**config.mk**
```make
export PLATFORM = sky130hd
export DESIGN_NAME = popcount_sequencer
export DESIGN_NICKNAME = d
export VERILOG_FILES = /design/src/rtl/popcount_sequencer.sv
export SDC_FILE = /design/constraint.sdc
export NUM_CORES = 1
export LEC_CHECK = 0
export CAP_MARGIN = 20
export CELL_PAD_IN_SITES_DETAIL_PLACEMENT = 0
export CELL_PAD_IN_SITES_GLOBAL_PLACEMENT = 1
export CORE_MARGIN = 2
export CORE_UTILIZATION = 40
export DETAILED_ROUTE_END_ITERATION = 10
export DONT_BUFFER_PORTS = 1
export HOLD_SLACK_MARGIN = 0.1
export PLACE_DENSITY = 0.66
export SETUP_SLACK_MARGIN = 0.4
export SLEW_MARGIN = 20
export SYNTH_ARGS = -nofsm -noshare
export SYNTH_HDL_FRONTEND = slang
export SYNTH_SLANG_ARGS = --single-unit
```
**constraint.sdc**
```tcl
create_clock -name clk -period 2.4 [get_ports clk]
set_input_delay 0.48 -clock clk [delete_from_list [all_inputs] [get_ports clk]]
set_output_delay 0.48 -clock clk [all_outputs]
set_load 0.05 [all_outputs]
```
**src/rtl/popcount_sequencer.sv**
```systemverilog
`default_nettype none
// ============================================================================
// Module      : popcount_sequencer
// Description : Counts the set bits of a DATA_W-bit word by stepping one
//               4-input ones-counter across the word, one nibble per enabled
//               clock, with valid/ready handshakes on input and output.
//               Optional build macro: POPCOUNT_EARLY_EXIT_EN (finish as soon
//               as the remaining bits are all zero).
// Revision    : 1.0 - initial release
// ============================================================================
module popcount_sequencer #(
  parameter int DATA_W = 32,  // multiple of 4, at least 4
  parameter int CNT_W  = 6    // at least clog2(DATA_W+1)
) (
  input  logic              clk,
  input  logic              reset,
  input  logic              ena,
  input  logic              in_valid,
  output logic              in_ready,
  input  logic [DATA_W-1:0] in_data,
  output logic              out_valid,
  input  logic              out_ready,
  output logic [CNT_W-1:0]  out_count,
  output logic              busy
);

  localparam int N     = DATA_W / 4;
  localparam int IDX_W = (N > 1) ? $clog2(N) : 1;
  localparam logic [IDX_W-1:0] LAST_IDX = IDX_W'(N - 1);

  typedef enum logic [1:0] {
    IDLE = 2'd0,
    RUN  = 2'd1,
    DONE = 2'd2
  } state_t;

  state_t            state_q, state_d;
  logic [DATA_W-1:0] shift_q, shift_d;
  logic [IDX_W-1:0]  idx_q, idx_d;
  logic [CNT_W-1:0]  acc_q, acc_d;
  logic [CNT_W-1:0]  count_q, count_d;

  logic [4:0]        slice_onehot;
  logic [2:0]        slice_bin;
  logic [CNT_W-1:0]  acc_sum;
  logic [DATA_W-1:0] shift_nxt;
  logic              run_last;
  logic              in_zero;
  logic              in_fire;
  logic              out_fire;

  // Handshakes are purely combinational from state; ena gates both sides.
  assign in_ready  = ena & ((state_q == IDLE) | ((state_q == DONE) & out_ready));
  assign out_valid = ena & (state_q == DONE);
  assign busy      = (state_q == RUN) | (state_q == DONE);
  assign out_count = count_q;
  assign in_fire   = in_valid & in_ready;
  assign out_fire  = out_valid & out_ready;

  // Shared 4-input ones-counter: one-hot result, bit k set means k ones.
  always_comb begin
    slice_onehot = 5'b00000;
    case (shift_q[3:0])
      4'h0:                               slice_onehot = 5'b00001;
      4'h1, 4'h2, 4'h4, 4'h8:             slice_onehot = 5'b00010;
      4'h3, 4'h5, 4'h6, 4'h9, 4'hA, 4'hC: slice_onehot = 5'b00100;
      4'h7, 4'hB, 4'hD, 4'hE:             slice_onehot = 5'b01000;
      default:                            slice_onehot = 5'b10000;
    endcase
  end

  // One-hot to binary: 1->001, 2->010, 3->011, 4->100.
  assign slice_bin = {slice_onehot[4],
                      slice_onehot[3] | slice_onehot[2],
                      slice_onehot[3] | slice_onehot[1]};

  assign acc_sum   = acc_q + CNT_W'(slice_bin);
  assign shift_nxt = shift_q >> 4;

`ifdef POPCOUNT_EARLY_EXIT_EN
  // Stop once nothing is left to count; a zero word completes at accept.
  assign run_last = (idx_q == LAST_IDX) || (shift_nxt == '0);
  assign in_zero  = (in_data == '0);
`else
  assign run_last = (idx_q == LAST_IDX);
  assign in_zero  = 1'b0;
`endif

  // Next-state and datapath updates; an in transfer in DONE implies an out
  // transfer on the same edge, which gives the back-to-back path for free.
  always_comb begin
    state_d = state_q;
    shift_d = shift_q;
    idx_d   = idx_q;
    acc_d   = acc_q;
    count_d = count_q;
    if (state_q == RUN) begin
      acc_d   = acc_sum;
      shift_d = shift_nxt;
      idx_d   = idx_q + 1'b1;
      if (run_last) begin
        state_d = DONE;
        count_d = acc_sum;
      end
    end else if (in_fire) begin
      shift_d = in_data;
      acc_d   = '0;
      idx_d   = '0;
      if (in_zero) begin
        state_d = DONE;
        count_d = '0;
      end else begin
        state_d = RUN;
      end
    end else if (out_fire) begin
      state_d = IDLE;
    end
  end

  // State register; frozen while ena is low.
  always_ff @(posedge clk) begin
    if (reset) begin
      state_q <= IDLE;
    end else if (ena) begin
      state_q <= state_d;
    end
  end

  // Datapath registers; frozen while ena is low.
  always_ff @(posedge clk) begin
    if (reset) begin
      shift_q <= '0;
      idx_q   <= '0;
      acc_q   <= '0;
      count_q <= '0;
    end else if (ena) begin
      shift_q <= shift_d;
      idx_q   <= idx_d;
      acc_q   <= acc_d;
      count_q <= count_d;
    end
  end

endmodule
`default_nettype wire

```
* Yosys cells after proc, flatten, opt, wreduce, memory -nomap -nowiden
Memory sizes are Yosys's and may differ from the RTL's. A register that Yosys moved wholly into a read port is not among the register bits. Index checks and enable logic that the tools add are counted.
Storage, ports and cells: flip-flop bits (word level) 49, memory bits (read-only) 80, input bits 37, memories 1
Cells by class: add/sub/neg operators 2, equal/unequal tests 4, multiplexer cells 12, bitwise gates (word level) 9, reduce and logical (&&, ||, !) cells 6
Memories:
- (name not given) | words 16, bits a word 5, read ports 1, clocked after memory_dff 1, wr ports 0, RTL line 63 | case (shift_q[3:0])
Operator list (count):
- $mux 32 | 2
- $mux 6 | 2
- $mux 2 | 4
- $mux 4 | 2
- $add 6x3->6 | 1
- $mux 3 | 2
- $reduce_and 3->1 | 2
- $and 1x1->1 | 5
- $or 1x1->1 | 4
- $add 3x1->3 const B | 1
- $eq 3x3->1 const B | 1
- $reduce_bool 3->1 | 1
- $eq 2x1->1 const B | 1
- $eq 2x2->1 const B | 1
- $logic_not 2->1 | 1
- $ne 2x2->1 const B | 1
- $reduce_and 2->1 | 1
- $reduce_bool 2->1 | 1

* Logic depth before layout (Yosys ltp)
word-level depth 9, depth in mapped cells 12, gate-level depth less buffers 11

* Worst setup path before layout
OpenSTA, ideal clock, no wires.
kind reg2reg, start reg state_q[0], end reg, netlist name slice_onehot[3], setup time 0.114 ns, arrival time 2.084 ns, data required time 2.286 ns, setup slack 0.202 ns, stages on the path, launching flop included 13, buffers on the path 1, period minus slack after synthesis 2.198 ns, path through dfxtp_1 -> inv_1 -> ha_1 -> a21oi_2 -> nor2b_1 -> o21a_1 -> buf_2 -> mux2i_1 -> or2_1 -> ha_1 -> inv_1 -> nor3_1 -> a21o_1
On the way: word-level cells in the longest chain between the ends 9, elaborated cells between the ends (all ways) 12, those cells by class eq/ne (2); mux (3); bitwise (4); reduce/logical (3)
Ends and longest elaborated chain:
- start, declared | RTL line 37 | state_t state_q, state_d;
- start signal, assigned | RTL line 125 | state_q <= state_d;
- $eq 2x2->1 | RTL line 53 | assign in_ready = ena & ((state_q == IDLE) | ((state_q == DONE) & out_ready));
- $and 1x1->1 | RTL line 53
- $or 1x1->1 | RTL line 53
- $and 1x1->1 | RTL line 53
- $and 1x1->1 | RTL line 57 | assign in_fire = in_valid & in_ready;
- $reduce_bool 2->1 (no source line)
- $reduce_and 2->1 (no source line)
- $mux 4 (no source line) * (2 in series)
Mark *: on every way between the ends. The rest lies on a longest branch, timed or not. A chain may end at the register's enable or synchronous reset.

* Worst setup path after layout
start reg state_q[0], end reg, netlist name slice_onehot[2]
On the way: word-level cells in the longest chain between the ends 9, elaborated cells between the ends (all ways) 12, those cells by class eq/ne (2); mux (3); bitwise (4); reduce/logical (3)
Ends and longest elaborated chain (RTL line):
- $eq 2x2->1 | 53
- $and 1x1->1 | 53
- $or 1x1->1 | 53
- $and 1x1->1 | 53
- $and 1x1->1 | 57
- $reduce_bool 2->1 (no source line)
- $reduce_and 2->1 (no source line)
- $mux 4 (no source line) * (2 in series)
Marks and branches as above.

==> flow_metrics.py <==
metrics = {
    "status": {
        "status": "complete, no violations",
    },
    "synthesis": {
        "ys.flop_type": "dfxtp_1",
        "avgSynthCellArea_um2": 9.59,
        "netlist_area_mm2": 0.00251,
        "yosysWarningCount": 0,
        "async_flop_share": 0,
        "synth-seq-cells": 53,
        "synth_top_area_share": 0.422,
        "yosysTopAreaCell": "dfxtp_1",
        "synth_edf_count": 0,
        "ys_seq_area_frac": 0.422,
        "synth_nets": 310,
        "synth_cell_types": 38,
        "ys_top_cells_by_area": "dfxtp_1, mux2i_1, nor2_1",
        "synthCells": 262,
    },
    "power_and_ir_drop": {
        "clkPwrFrac": 0.282,
        "power.density_mw_per_mm2": 631,
        "power.leakage_nw": 1.00,
        "pwr-share-seq": 0.549,
        "internal_power_mw": 1.28,
        "finalPower_mw": 1.76,
        "p_comb_frac": 0.169,
        "p_sw_frac": 0.271,
        "power_switching_mw": 0.475,
        "worst_ir_drop_vdd_uv": 307,
    },
    "global_route": {
        "grt_max_degree": 56,
        "antenna_found_initial": 0,
        "overflow": 0,
        "grt_use_total": 0.150,
        "grt_pass1_wl_um": 8560,
        "grt_pass1_vias": 1757,
    },
    "setup_path": {
        "crit_path_max_fanout": 4,
        "worst_ep_required_time_ns": 2.63,
        "r2r_setup_slack_ns": 0.34,
        "r2r_cells": 10,
        "reg2reg_from": "state_q[0]$_SDFFE_PP0P_",
        "critPathLaunchType": "flop",
        "arrival_ns": 2.29,
        "worstPathCellList": "inv_4 > ha_4 > a21oi_4 > nor2b_2 > o21a_2 > mux2i_2 > or2_1 > ha_4 > inv_2 > a221oi_2",
        "cp_num_buf_inv": 2,
        "endpoint_kind": "flop",
        "rr_endpoint": "slice_onehot[2]$_DFF_P_",
        "critPathKind": "reg2reg",
        "crit_slowest_cell": "dfxtp_4",
        "critPathTopFamily": "compound AO/OA/AOI/OAI gates",
        "max_stage_delay_ns": 0.37,
        "cp-startpoint": "state_q[0]$_SDFFE_PP0P_",
        "crit_path_frequent_cell": "ha_4",
    },
    "cts": {
        "h-tree-depth": 2,
        "cts_buffers": 5,
        "cts_hold_buffers": 0,
        "cts_tree": "built",
        "cts_buffer_depth": 2,
        "clock-sinks": 53,
        "clkTransAtPathRegs_ns": 0.10,
        "cts_root_buf": "clkbuf_8",
        "clk_latency_ns": 0.31,
    },
    "finish": {
        "diodes": 0,
        "fin_util": 0.464,
        "layout_common_cells": "dfxtp_1, nor2_1, mux2i_1",
        "drive_above_1_share": 0.178,
        "fin_nets": 311,
        "syn_to_final_growth_pct": 10.6,
        "layout_commonest_cell": "dfxtp_1",
    },
    "timing": {
        "tns_ns": 0,
        "worst_pin_slew_ns": 0.508,
        "max_freq_mhz": 485,
        "rsz0062_at_grt": "true",
        "timing.final.ws_setup_ns": 0.336,
        "whs_ns": 0.235,
        "max_slew_margin": 0.661,
        "min_period_ns": 2.06,
        "slew_violations": 0,
        "post-route-period-util": 0.860,
        "finalSetupViolCount": 0,
        "fin_skew_ns": 0.0104,
        "hold_viol": 0,
    },
    "hold_path": {
        "hold_end": "state_q[0]$_SDFFE_PP0P_",
        "hp-start": "reset",
        "min_path_cells": 1,
        "hold_path.class": "in2reg",
    },
    "route": {
        "wl_per_cell_um": 14.8,
        "first_pass_iters": 4,
        "ant_nets": 0,
        "avgViaCountPerCell": 5.16,
        "drc": 0,
        "wl_um": 5010,
        "drtIter0Drc": 57,
        "vias": 1749,
    },
    "floorplanning": {
        "core_area_mm2": 0.00599,
        "io_pins": 46,
        "die_w_um": 83.3,
        "start_util": 0.420,
        "dieArea_mm2": 0.00693,
        "core.rowCount": 28,
        "dieHeight_um": 83.3,
    },
    "place": {
        "routabilityCongestion": 0.735,
        "pre_cts_ws_ns": 0.200,
        "dp_hpwl_um": 3390,
        "io_buffers": 0,
    },
    "run": {
        "max_cap_violations": 0,
    },
}
## cell usage after synthesis, types with 2 or more instances
cell	count
or2_1	2
o221ai_2	2
a211oi_2	6
nor2b_1	3
xor2_1	2
o22ai_1	2
nand3b_1	2
ha_1	10
buf_6	4
mux2_2	2
mux2i_1	30
nand2_1	3
and3_1	2
a211oi_1	20
dfxtp_1	53
a21o_1	3
inv_1	10
a22oi_1	9
a21oi_1	8
clkbuf_1	5
xnor2_1	3
nor2_1	50
or2_2	2
nor3_1	3
buf_2	10
and2_1	3
o21ai_0	2
## through the flow
| stage | instances | area [um2] |
|---|---|---|
| 5_1_grt | 339 | 2780 |
| 2_1_floorplan | 262 | 2550 |
| 3_3_place_gp | 323 | 2570 |
| 6_report | 339 | 2780 |
| 3_5_place_dp | 323 | 2570 |
| 4_1_cts | 336 | 2720 |
## flip-flops by register name (all words and copies together) (netlist names)
name          flops
slice_onehot      4
shift_q          32
acc_q             6
idx_q             3
out_count         6
state_q           2
## metal layers
metal,vias to the layer above,GRT usage,share of wire,routed length (um)
li1,924,-,-,-
met1,791,0.203,0.50,2530
met2,28,0.238,0.45,2230
met3,6,0.0378,0.037,185
met4,0,0.0447,0.013,65
met5,-,0,0,0
## how the worst max path moves through the flow
stage	endpoint	slack [ns]	cells after the start
after floorplan	slice_onehot[3]$_DFF_P_	0.29	12
after global placement	slice_onehot[3]$_DFF_P_	0.26	11
after detailed placement	slice_onehot[2]$_DFF_P_	0.20	10
after CTS	slice_onehot[3]$_DFF_P_	0.33	11
after global routing	slice_onehot[2]$_DFF_P_	0.23	10
final	slice_onehot[2]$_DFF_P_	0.34	10
## cell families after synthesis
kind of cell             after synthesis  synth area share
XOR/XNOR                               5            0.0174
buffers and inverters                 29            0.0602
flip-flops                            53             0.422
AO/OA/AOI/OAI                         59             0.184
multiplexers                          32             0.128
AND/OR/NAND/NOR                       73             0.130
adder cells (fa/ha/maj)               11            0.0577
## power groups by stage
stage	Sequential (mW)	Clock [mW]	Combinational (mW)
2_1_floorplan	0.976	0	0.250
3_3_place_gp	0.985	0	0.262
3_5_place_dp	0.986	0	0.266
4_1_cts	0.964	0.522	0.284
5_1_grt	0.972	0.540	0.333
6_report	0.964	0.495	0.297
## what timing repair did
| item | CTS | global route |
|---|---|---|
| buffers inserted | 5 | 3 |
| resized for setup | 6 | 6 |
| endpoints found under the setup margin | 3 | 5 |
| pin swaps | 3 | 3 |
## layout make-up
cell class	count	area (um2)
clock inverters	1	7.51
multi-input cells	180	1390
well taps	75	93.8
flip-flops and latches	53	1070
clock buffers	7	76.3
fillers	597	3210
inverters	10	42.5
repair buffers	13	97.6
Power figures use the tool's default switching activity.
